<file path="config.mk">
export PLATFORM = sky130hd
export DESIGN_NAME = pixel_scene_ctrl_flat
export DESIGN_NICKNAME = d
export VERILOG_FILES = /design/src/rtl/pixel_scene_ctrl_if.sv /design/src/rtl/pixel_scene_ctrl.sv /design/src/flat_wrapper.sv
export SDC_FILE = /design/constraint.sdc
export NUM_CORES = 1
export LEC_CHECK = 0
export BUFFER_PORTS_ARGS = -buffer_cell sky130_fd_sc_hd__buf_2
export CAP_MARGIN = 5
export CORE_MARGIN = 4
export CORE_UTILIZATION = 35
export CTS_BUF_LIST = sky130_fd_sc_hd__clkbuf_4 sky130_fd_sc_hd__clkbuf_8
export CTS_CLUSTER_SIZE = 20
export DETAILED_ROUTE_END_ITERATION = 7
export PLACE_DENSITY = 0.57
export SKIP_CTS_REPAIR_TIMING = 1
export SLEW_MARGIN = 10
export SYNTH_ARGS = -nofsm -noshare
export SYNTH_HDL_FRONTEND = slang
export SYNTH_SLANG_ARGS = --single-unit
</file>
<file path="constraint.sdc">
create_clock -name clk -period 4.65 [get_ports clk]
set_input_delay 0.465 -clock clk [delete_from_list [all_inputs] [get_ports clk]]
set_output_delay 0.465 -clock clk [all_outputs]
set_load 0.05 [all_outputs]
</file>
<file path="src/rtl/pixel_scene_ctrl_if.sv">
// Scan, image-ROM, palette-decoder and pixel-out signals of the scene controller.
// The display side drives the master modport and the controller takes the slave modport.
interface pixel_scene_ctrl_if;
    logic [9:0]  h_cnt;
    logic [9:0]  v_cnt;
    logic        valid;
    logic        frame_start;
    logic        start_game;
    logic        back_to_menu;
    logic [16:0] rom_addr;
    logic        rom_sel;
    logic [4:0]  rom_idx;
    logic [4:0]  pre_bg_pixel;
    logic [4:0]  pre_menu_pixel;
    logic [11:0] bg_pixel;
    logic [11:0] menu_pixel;
    logic [11:0] vga_rgb;
    logic [1:0]  scene;
    logic        busy;

    modport master (
        output h_cnt, v_cnt, valid, frame_start, start_game, back_to_menu,
        output rom_idx, bg_pixel, menu_pixel,
        input  rom_addr, rom_sel, pre_bg_pixel, pre_menu_pixel, vga_rgb, scene, busy
    );

    modport slave (
        input  h_cnt, v_cnt, valid, frame_start, start_game, back_to_menu,
        input  rom_idx, bg_pixel, menu_pixel,
        output rom_addr, rom_sel, pre_bg_pixel, pre_menu_pixel, vga_rgb, scene, busy
    );
endinterface

</file>
<file path="src/rtl/pixel_scene_ctrl.sv">
// Menu/game scene sequencer with per-frame fade, plus the VGA pixel path:
// scan -> ROM address -> palette routing -> brightness scaling -> vga_rgb.

module pixel_scene_lane (
    input  logic [3:0] c_in,
    input  logic [4:0] level,
    output logic [3:0] c_out
);
    logic [8:0] prod;

    assign prod  = 9'(c_in) * 9'(level);
    assign c_out = 4'(prod >> 4);
endmodule

module pixel_scene_ctrl #(
    parameter int IMG_W   = 320,
    parameter int IMG_H   = 240,
    parameter int ROM_LAT = 2
) (
    input  logic             clk,
    input  logic             rst_n,
    pixel_scene_ctrl_if.slave bus
);
    localparam int ADDR_W = $clog2(IMG_W * IMG_H);
    localparam int STAGES = ROM_LAT;
    localparam int NUM_CH = 3;

    typedef enum logic [1:0] {
        MENU     = 2'd0,
        GAME     = 2'd1,
        FADE_OUT = 2'd2,
        FADE_IN  = 2'd3
    } state_t;

    state_t     state, state_n;
    logic       tgt, tgt_n;
    logic       shown, shown_n;
    logic [4:0] level, level_n;

    always_ff @(posedge clk or negedge rst_n) begin
        if (!rst_n) begin
            state <= MENU;
            tgt   <= 1'b1;
            shown <= 1'b1;
            level <= 5'd16;
        end else begin
            state <= state_n;
            tgt   <= tgt_n;
            shown <= shown_n;
            level <= level_n;
        end
    end

    // Requests are only looked at in the settled scenes, so a request that
    // coincides with frame_start never also steps the fade.
    always_comb begin
        state_n = state;
        tgt_n   = tgt;
        shown_n = shown;
        level_n = level;
        case (state)
            MENU: if (bus.start_game) begin
                state_n = FADE_OUT;
                tgt_n   = 1'b0;
            end
            GAME: if (bus.back_to_menu) begin
                state_n = FADE_OUT;
                tgt_n   = 1'b1;
            end
            FADE_OUT: if (bus.frame_start) begin
                if (level != 5'd0) begin
                    level_n = level - 5'd1;
                end else begin
                    shown_n = tgt;
                    state_n = FADE_IN;
                end
            end
            FADE_IN: if (bus.frame_start) begin
                level_n = level + 5'd1;
                if (level == 5'd15) state_n = tgt ? MENU : GAME;
            end
            default: state_n = MENU;
        endcase
    end

    assign bus.scene   = state;
    assign bus.busy    = (state == FADE_OUT) || (state == FADE_IN);
    assign bus.rom_sel = shown;

    logic [ADDR_W-1:0] addr_n;

    assign addr_n = ADDR_W'(bus.v_cnt >> 1) * ADDR_W'(IMG_W) + ADDR_W'(bus.h_cnt >> 1);

    always_ff @(posedge clk or negedge rst_n) begin
        if (!rst_n)         bus.rom_addr <= '0;
        else if (bus.valid) bus.rom_addr <= 17'(addr_n);
    end

    // Entry 0 lines up with rom_addr; entry STAGES lines up with rom_idx.
    logic [STAGES:0] vld_pipe;
    logic [STAGES:0] shown_pipe;

    always_ff @(posedge clk or negedge rst_n) begin
        if (!rst_n) begin
            vld_pipe   <= '0;
            shown_pipe <= '1;
        end else begin
            vld_pipe   <= {vld_pipe[STAGES-1:0], bus.valid};
            shown_pipe <= {shown_pipe[STAGES-1:0], shown};
        end
    end

    logic vld_al, shown_al;

    assign vld_al   = vld_pipe[STAGES];
    assign shown_al = shown_pipe[STAGES];

    assign bus.pre_bg_pixel   = (vld_al && !shown_al) ? bus.rom_idx : 5'd0;
    assign bus.pre_menu_pixel = (vld_al &&  shown_al) ? bus.rom_idx : 5'd0;

    logic [NUM_CH-1:0][3:0] c_src;
    logic [NUM_CH-1:0][3:0] scaled;

    assign c_src = shown_al ? bus.menu_pixel : bus.bg_pixel;

    // level is safe to use unregistered: it only moves on frame_start, in blank.
    pixel_scene_lane u_lane [NUM_CH-1:0] (
        .c_in  (c_src),
        .level (level),
        .c_out (scaled)
    );

    always_ff @(posedge clk or negedge rst_n) begin
        if (!rst_n) bus.vga_rgb <= '0;
        else        bus.vga_rgb <= vld_al ? scaled : 12'd0;
    end
endmodule

</file>
<file path="src/flat_wrapper.sv">
// flat-port wrapper written by rule: the top's interface ports become plain ports
module pixel_scene_ctrl_flat 
#(
    parameter int IMG_W   = 320,
    parameter int IMG_H   = 240,
    parameter int ROM_LAT = 2
)
  (clk, rst_n, bus_h_cnt, bus_v_cnt, bus_valid, bus_frame_start, bus_start_game, bus_back_to_menu, bus_rom_idx, bus_bg_pixel, bus_menu_pixel, bus_rom_addr, bus_rom_sel, bus_pre_bg_pixel, bus_pre_menu_pixel, bus_vga_rgb, bus_scene, bus_busy);
  pixel_scene_ctrl_if bus_i ();
  input  logic clk;
  input  logic rst_n;
  input wire logic [$bits(bus_i.h_cnt)-1:0] bus_h_cnt;
  input wire logic [$bits(bus_i.v_cnt)-1:0] bus_v_cnt;
  input wire logic [$bits(bus_i.valid)-1:0] bus_valid;
  input wire logic [$bits(bus_i.frame_start)-1:0] bus_frame_start;
  input wire logic [$bits(bus_i.start_game)-1:0] bus_start_game;
  input wire logic [$bits(bus_i.back_to_menu)-1:0] bus_back_to_menu;
  input wire logic [$bits(bus_i.rom_idx)-1:0] bus_rom_idx;
  input wire logic [$bits(bus_i.bg_pixel)-1:0] bus_bg_pixel;
  input wire logic [$bits(bus_i.menu_pixel)-1:0] bus_menu_pixel;
  output wire logic [$bits(bus_i.rom_addr)-1:0] bus_rom_addr;
  output wire logic [$bits(bus_i.rom_sel)-1:0] bus_rom_sel;
  output wire logic [$bits(bus_i.pre_bg_pixel)-1:0] bus_pre_bg_pixel;
  output wire logic [$bits(bus_i.pre_menu_pixel)-1:0] bus_pre_menu_pixel;
  output wire logic [$bits(bus_i.vga_rgb)-1:0] bus_vga_rgb;
  output wire logic [$bits(bus_i.scene)-1:0] bus_scene;
  output wire logic [$bits(bus_i.busy)-1:0] bus_busy;
  assign bus_i.h_cnt = bus_h_cnt;
  assign bus_i.v_cnt = bus_v_cnt;
  assign bus_i.valid = bus_valid;
  assign bus_i.frame_start = bus_frame_start;
  assign bus_i.start_game = bus_start_game;
  assign bus_i.back_to_menu = bus_back_to_menu;
  assign bus_i.rom_idx = bus_rom_idx;
  assign bus_i.bg_pixel = bus_bg_pixel;
  assign bus_i.menu_pixel = bus_menu_pixel;
  assign bus_rom_addr = bus_i.rom_addr;
  assign bus_rom_sel = bus_i.rom_sel;
  assign bus_pre_bg_pixel = bus_i.pre_bg_pixel;
  assign bus_pre_menu_pixel = bus_i.pre_menu_pixel;
  assign bus_vga_rgb = bus_i.vga_rgb;
  assign bus_scene = bus_i.scene;
  assign bus_busy = bus_i.busy;
  pixel_scene_ctrl #(.IMG_W(IMG_W), .IMG_H(IMG_H), .ROM_LAT(ROM_LAT)) u_core (.clk(clk), .rst_n(rst_n), .bus(bus_i));
endmodule
</file>
==> results.toml, run 1 <==
[status]
status = "finished, final reports clean"

[floorplanning]
pin_count = 98
core_um2 = 10800
num_rows = 38
die_area_um2 = 12800
initial_core_util = 0.357
die_h_um = 113
die_x_um = 113

[critical_path]
required_ps = 4860
path_cells = "mux2i_1 -> nand2b_1 -> fa_1 -> fa_1 -> inv_1 -> ha_1 -> and4_1 -> a31o_2 -> a21oi_1 -> o21ai_0 -> xnor2_1 -> and2_1"
arrival_ps = 4240
crit_top_cell = "fa_1"
crit_path_end = "u_core.bus.vga_rgb[7]$_DFF_PN0_"
crit_slowest_cell = "dfstp_2"
startpoint = "u_core.shown_pipe[2]$_DFF_PN1_"
worstSetupPathType = "flop to flop"
cp_max_fo = 18
rr_worst_depth = 12
cpPeakStageDelay_ps = 790
r2r_slack_ps = 620
rr_startpoint = "u_core.shown_pipe[2]$_DFF_PN1_"
timing.rr.end = "u_core.bus.vga_rgb[7]$_DFF_PN0_"
critPathLaunchType = "flop"
worstSetupEndpointType = "flop"

[sta]
rsz0062_at_grt = "false"
setup_viol = 0
fin_crit_ps = 4030
fin_setup_tns_ps = 0
finalCritPeriodShare = 0.867
finalHoldViolations = 0
skew_ps = 20.1
fmax_mhz = 248
slew_headroom = 0.351
hold_ws_ps = 283
worst_pin_slew_ps = 973
slew_violations = 0

[cts]
ctsRootBufferMaster = "clkbuf_8"
htreeDepth = 2
cts_tree = "built"
clock_latency_ps = 310
cts.sinks = 44
clkTransAtPathRegs_ps = 100
clockBufferDepth = 2
cts_buffers = 5

[layout]
drive_gt1_frac = 0.297
area_growth_syn_to_layout_pct = 18.7
antenna_cells = 0
design_area_um2 = 4580
final_cell_mix = "buf_2 (95), ha_1 (47), dfrtp_1 (38)"
final_common_cell = "buf_2"
fin_nets = 600
utilization = 0.424

[yosys]
synth_compound_area_frac = 0.0828
yosysUniqueCellTypes = 44
avgSynthCellArea_um2 = 9.86
syn_nets = 511
synth_xor_area_frac = 0.0717
syn-cell-area_um2 = 3850
synth_ff_type = "dfrtp_1"
synth_top_family_by_area = "adder cells"
seq_area_frac_synth = 0.288
synth-edff-count = 0
synthArstFlopShare = 1.00
ys_seq_elements = 44
synthMuxAreaShare = 0.0789
synth-simple-area-share = 0.191
synthCells = 391
ys_warn_count = 0
yosys.area_share.adder = 0.246

[global_route]
grt_pass1_wl_mm = 13.8
grt_max_degree = 45
gr-usage-all-layers = 0.131
grt_overflow = 0
antenna_found_initial = 0
first_global_vias = 3020

[placed_design]
place_congestion = 0.765
place_hpwl_mm = 6.47
placed_cell_area_um2 = 4450
portBuffers = 95

[detailed_routing]
postRouteAntennaNets = 0
dr.first_iter.drc_count = 68
drt-vias-per-instance = 4.77
wl_per_cell_um = 13.0
drc = 0
wirelength_mm = 8.09
vias = 2962
first_pass_iters = 4

[flow_run]
drv_cap = 0

[power_and_ir_drop]
p_per_area_nw_per_um2 = 524
power_leakage_nw = 2.33
max-vdd-ir-drop_mv = 0.231

[min_path]
min_path_type = "input pin to async pin"
## layer usage
layer | part of all wire | vias to the layer above | global-route usage
met2 | 0.46 | 63 | 0.220
met4 | 0.015 | 0 | 0.0385
met5 | 0 | - | 0
met3 | 0.052 | 9 | 0.0246
li1 | - | 1495 | -
met1 | 0.47 | 1395 | 0.170
## registers in the layout (all words and copies together) (netlist names)
signal               count
u_core.bus.scene         2
u_core.bus.rom_addr     17
u_core.shown_pipe        3
u_core.vld_pipe          3
u_core.level             5
u_core.tgt               1
u_core.bus.vga_rgb      12
u_core.bus.rom_sel       1
## cell type report
| class | instances | area (µm²) |
|---|---|---|
| clock inverters | 2 | 38.8 |
| well taps | 140 | 175 |
| fillers | 1064 | 6220 |
| multi-input cells | 305 | 2590 |
| clock buffers | 6 | 82.6 |
| flip-flops and latches | 44 | 1110 |
| inverters | 29 | 109 |
| repair buffers | 95 | 475 |
## power breakdown
| group | switching (mW) | internal, mW |
|---|---|---|
| sequential | 0.142 | 0.492 |
| combinational | 0.847 | 0.604 |
| clock | 0.137 | 0.176 |
## stage by stage
| stage | worst slack, ps | std cells | total power [mW] |
|---|---|---|---|
| final | 618 | 621 | 2.40 |
| after detailed placement | 534 | 613 | 2.11 |
| after global routing | 346 | 621 | 2.65 |
| after global placement | 651 | 613 | 2.05 |
| after CTS | 544 | 621 | 2.44 |
| after floorplan | 814 | 391 | 1.78 |
## cell families after synthesis
family          after synthesis
flops                        44
fa+ha+maj                    65
mux                          27
compound gates               50
buf+inv                      42
simple gates                133
xor+xnor                     30
## how the worst min path moves through the flow
stage | start | to | slack, ps | depth (start not counted)
4_1_cts | rst_n | u_core.bus.vga_rgb[9]$_DFF_PN0_ | 360 | 1
3_3_place_gp | u_core.vld_pipe[0]$_DFF_PN0_ | u_core.vld_pipe[1]$_DFF_PN0_ | 340 | 0
2_1_floorplan | rst_n | u_core.bus.rom_addr[0]$_DFFE_PN0P_ | 170 | 0
6_report | rst_n | u_core.bus.vga_rgb[9]$_DFF_PN0_ | 280 | 1
3_5_place_dp | u_core.vld_pipe[0]$_DFF_PN0_ | u_core.vld_pipe[1]$_DFF_PN0_ | 340 | 0
5_1_grt | u_core.shown_pipe[0]$_DFF_PN1_ | u_core.shown_pipe[1]$_DFF_PN1_ | 360 | 0
## synth_stat cells (3+ instances only)
master	n	area share
nor3b_1	4	0.0078
mux2i_1	3	0.0078
fa_1	18	0.093
mux2_2	23	0.067
and3_1	5	0.0081
dfstp_2	6	0.041
o21bai_1	4	0.0078
and4_1	3	0.0068
clkbuf_1	10	0.0097
dfrtp_1	38	0.25
a31o_2	3	0.0068
and3b_1	3	0.0068
nor2_1	22	0.021
xor2_1	11	0.025
o21ai_0	10	0.013
a21o_1	4	0.0078
nor2b_1	14	0.023
inv_1	29	0.028
a21oi_1	20	0.026
nand2_1	32	0.031
ha_1	47	0.15
xnor2_1	18	0.041
and2_1	37	0.060
## critical path, delay by kind of cell (launching register included)
family	cells	cell delay, ps
compound gates	3	700
xor+xnor	1	140
fa+ha+maj	3	1280
buf+inv	1	40
flops	1	790
mux	1	430
simple gates	3	540
No activity file was read; power rests on OpenSTA's default activity.
==> run 2, diff against run 1 <==
Settings changed: CORE_MARGIN 4 to default.
==> results.toml, run 2 (synthesis gave the netlist of run 1 again) <==
[critical_path]
cp_max_fo = 18
required_ps = 4830
cpLargestDelayFamily = "adder cells"
arrival_ps = 4240
worstSetupPathType = "flop to flop"
crit_top_cell = "fa_1"
cpPeakStageDelay_ps = 790
path_buf_inv = 1
critPathLaunchType = "flop"
worstSetupEndpointType = "flop"
crit_slowest_cell = "dfstp_2"
path_cells = "mux2i_1 -> nand2b_1 -> fa_1 -> fa_1 -> inv_1 -> ha_1 -> and4_1 -> a31o_2 -> a21oi_1 -> o21ai_0 -> xnor2_1 -> and2_1"

[placed_design]
place_congestion = 0.728
portBuffers = 95
dpl.cell_count = 609
place_hpwl_mm = 6.08

[layout]
fin_cells = 617
drive_gt1_frac = 0.297
antenna_cells = 0
nFillCells = 1037
regMostFlops = "u_core.bus.rom_addr"
reg_top3 = "u_core.bus.rom_addr x17, u_core.bus.vga_rgb x12, u_core.level x5"
largest_reg_flops = 17
final_cell_mix = "buf_2 (95), ha_1 (47), dfrtp_1 (38)"
final_common_cell = "buf_2"
area_growth_syn_to_layout_pct = 18.4
fin_nets = 600

[floorplanning]
die_x_um = 107
core_um2 = 10500
die_h_um = 107
initial_core_util = 0.367
die_area_um2 = 11400
pin_count = 98
num_rows = 37

[sta]
fin_crit_ps = 4060
slew_headroom = 0.358
fmax_mhz = 246
setup_viol = 0
rsz0062_at_grt = "false"
finalHoldViolations = 0
finalCritPeriodShare = 0.873
slew_violations = 0
worst_pin_slew_ps = 963
fin_setup_tns_ps = 0
skew_ps = 18.1

[detailed_routing]
wl_per_cell_um = 12.3
drt-vias-per-instance = 4.73
vias = 2918
postRouteAntennaNets = 0
drc = 0
wirelength_mm = 7.57
first_pass_iters = 4
dr.first_iter.drc_count = 104

[global_route]
antenna_found_initial = 0
grt_overflow = 0
grt_pass1_wl_mm = 13.1
grt_max_degree = 45
gr-usage-all-layers = 0.143
first_global_vias = 2849

[cts]
clock_latency_ps = 300
clkTransAtPathRegs_ps = 100
ctsRootBufferMaster = "clkbuf_8"
clockBufferDepth = 2
cts.sinks = 44
cts_tree = "built"
htreeDepth = 2
cts_buffers = 5

[power_and_ir_drop]
power_leakage_nw = 2.33
power_mw = 2.37
p_per_area_nw_per_um2 = 519
max-vdd-ir-drop_mv = 0.213

[min_path]
min_path_type = "input pin to async pin"

[flow_run]
drv_cap = 0

[status]
status = "finished, final reports clean"
## run 2: cell count changes in the layout (fill, tap and decap cells not counted), sizes merged
cell	previous run	this run
inv	29	30
clkinv	1	0
clkinvlp	0	1
clkbuf	6	5
## run 2: stage by stage
stage	worst slack [ps]	hold WS (ps)	utilization	area, µm²
global route	357	360	0.434	4560
CTS	558	345	0.434	4560
finish	591	285	0.434	4560
floorplan	814	169	-	3850
global placement	627	336	0.423	4450
detailed placement	546	337	0.423	4450
## run 2: report_power, final
part / internal (mW) / total, mW / switching [mW] / leakage (nW)
sequential: 0.492 / 0.628 / 0.136 / 0.516
combinational: 0.602 / 1.44 / 0.838 / 1.76
clock: 0.162 / 0.303 / 0.141 / 0.0548
## run 2: path summary, 6_finish.rpt
path / startpoint / endpoint / slack, ps / depth (start not counted)
worst min-delay path: rst_n / u_core.bus.vga_rgb[10]$_DFF_PN0_ / 280 / 1
worst max register to register: u_core.shown_pipe[2]$_DFF_PN1_ / u_core.bus.vga_rgb[3]$_DFF_PN0_ / 590 / 12
max in group asynchronous: rst_n / u_core.vld_pipe[1]$_DFF_PN0_ / 3740 / 1
min in group clk: u_core.vld_pipe[1]$_DFF_PN0_ / u_core.vld_pipe[2]$_DFF_PN0_ / 350 / 0
worst max-delay path: u_core.shown_pipe[2]$_DFF_PN1_ / u_core.bus.vga_rgb[3]$_DFF_PN0_ / 590 / 12
worst min register to register: u_core.vld_pipe[1]$_DFF_PN0_ / u_core.vld_pipe[2]$_DFF_PN0_ / 350 / 0
## run 2: final cells by class
type | instances | area (µm²) | area share
clock inverter | 3 | 46.3 | 0.0101
tap | 136 | 170 | 0.0373
sequential | 44 | 1110 | 0.243
timing repair buffer | 95 | 475 | 0.104
clock buffer | 5 | 68.8 | 0.0151
multi-input combinational | 305 | 2590 | 0.567
inverter | 29 | 109 | 0.0238
## run 2: worst reg2reg max path: cells and delay by family, from the launching register on
family | cells | cell delay [ps]
fa+ha+maj | 3 | 1260
flops | 1 | 790
compound gates | 3 | 680
mux | 1 | 520
simple gates | 3 | 500
xor+xnor | 1 | 150
buf+inv | 1 | 40
## run 2: layer usage
| metal | GRT usage | up-vias | wire length, µm |
|---|---|---|---|
| li1 | - | 1503 | - |
| met1 | 0.184 | 1367 | 3530 |
| met2 | 0.246 | 40 | 3730 |
| met3 | 0.0201 | 8 | 183 |
| met4 | 0.0479 | 0 | 118 |
| met5 | 0 | - | 0 |
==> run 3, diff against run 2 <==
Settings changed: PLACE_DENSITY 0.57 to default.
==> results.toml, run 3 (synthesis gave the netlist of run 1 again) <==
[status]
status = "finished, final reports clean"

[detailed_routing]
wl_per_cell_um = 12.6
postRouteAntennaNets = 0
wirelength_mm = 7.77
vias = 2940
drc = 0
dr.first_iter.drc_count = 113
drt-vias-per-instance = 4.76
first_pass_iters = 4

[floorplanning]
die_x_um = 107
num_rows = 37
die_h_um = 107
core_um2 = 10500
die_area_um2 = 11400
pin_count = 98
initial_core_util = 0.367

[placed_design]
place_hpwl_mm = 6.12
place_congestion = 0.801
portBuffers = 95

[cts]
htreeDepth = 2
cts.sinks = 44
clockBufferDepth = 2
cts_buffers = 5
ctsRootBufferMaster = "clkbuf_8"
clock_latency_ps = 300
cts_tree = "built"
clkTransAtPathRegs_ps = 90

[sta]
finalHoldViolations = 0
finalCritPeriodShare = 0.876
worst_pin_slew_ps = 985
skew_ps = 12.2
rsz0062_at_grt = "false"
slew_headroom = 0.343
slew_violations = 0
fmax_mhz = 246
fin_setup_tns_ps = 0
fin_crit_ps = 4070
setup_viol = 0

[layout]
nFillCells = 1016
area_growth_syn_to_layout_pct = 17.7
fin_nets = 600
final_common_cell = "buf_2"
drive_gt1_frac = 0.297
reg_top3 = "u_core.bus.rom_addr x17, u_core.bus.vga_rgb x12, u_core.level x5"
largest_reg_flops = 17
antenna_cells = 0
regMostFlops = "u_core.bus.rom_addr"
final_cell_mix = "buf_2 (95), ha_1 (47), dfrtp_1 (38)"
multi_input_area_um2 = 2590
seq_area_um2 = 1110

[critical_path]
rr_worst_depth = 12
timing.rr.end = "u_core.bus.vga_rgb[3]$_DFF_PN0_"
worstSetupPathType = "flop to flop"
rr_startpoint = "u_core.shown_pipe[2]$_DFF_PN1_"
cpPeakStageDelay_ps = 810
worstSetupEndpointType = "flop"
crit_top_cell = "fa_1"
required_ps = 4830
critPathLaunchType = "flop"
cp_max_fo = 18
path_cells = "mux2i_1 -> nand2b_1 -> fa_1 -> fa_1 -> inv_1 -> ha_1 -> and4_1 -> a31o_2 -> a21oi_1 -> o21ai_0 -> xnor2_1 -> and2_1"
crit_slowest_cell = "dfstp_2"
arrival_ps = 4260
r2r_slack_ps = 580

[global_route]
antenna_found_initial = 0
grt_overflow = 0
first_global_vias = 2872
grt_max_degree = 45
grt_pass1_wl_mm = 13.1
gr-usage-all-layers = 0.144

[power_and_ir_drop]
max-vdd-ir-drop_mv = 0.220
p_per_area_nw_per_um2 = 511
power_mw = 2.32
power_leakage_nw = 2.32

[flow_run]
drv_cap = 0

[min_path]
min_path_type = "input pin to async pin"
## run 3: how the worst max path moves through the flow
stage | startpoint | to | slack, ps
finish | u_core.shown_pipe[2]$_DFF_PN1_ | u_core.bus.vga_rgb[3]$_DFF_PN0_ | 580
CTS | u_core.shown_pipe[2]$_DFF_PN1_ | u_core.bus.vga_rgb[3]$_DFF_PN0_ | 560
floorplan | u_core.shown_pipe[2]$_DFF_PN1_ | u_core.bus.vga_rgb[7]$_DFF_PN0_ | 810
global placement | u_core.shown_pipe[2]$_DFF_PN1_ | u_core.bus.vga_rgb[3]$_DFF_PN0_ | 690
detailed placement | u_core.shown_pipe[2]$_DFF_PN1_ | u_core.bus.vga_rgb[3]$_DFF_PN0_ | 570
global route | u_core.shown_pipe[2]$_DFF_PN1_ | u_core.bus.vga_rgb[3]$_DFF_PN0_ | 300
## run 3: where the power goes
part | internal (mW) | switching [mW] | leakage [nW] | total (mW)
Combinational | 0.603 | 0.842 | 1.76 | 1.44
Sequential | 0.492 | 0.137 | 0.516 | 0.630
Clock | 0.111 | 0.136 | 0.0446 | 0.247
## run 3: area by class of cell
cell class	count	share of cell area
clock buffer	6	0.0168
clock inverter	2	0.00276
inverter	29	0.0240
multi-input combinational	305	0.570
sequential	44	0.244
tap	136	0.0375
timing repair buffer	95	0.105
## run 3: routing by layer
metal  up-vias  track usage  part of all wire  wire [µm]
met2        47        0.250              0.48       3710
met4         0       0.0382             0.011         83
met1      1396        0.188              0.49       3770
met5         -            0                 0          0
li1       1493            -                 -          -
met3         4       0.0176             0.026        205
## run 3: worst max-delay path, delay by kind of cell, from the launching register on
family,cells,cell delay (ps)
xor+xnor,1,140
simple gates,3,500
buf+inv,1,40
flops,1,810
mux,1,500
fa+ha+maj,3,1280
compound gates,3,690
## run 3: per-stage QoR
step	std cells	setup slack (ps)	area [µm²]	util	hold WS, ps
after global routing	617	304	4540	0.432	354
after detailed placement	609	568	4450	0.423	338
after CTS	617	555	4540	0.432	347
after floorplan	391	814	3850	-	169
final	617	577	4540	0.432	316
after global placement	609	691	4450	0.423	336
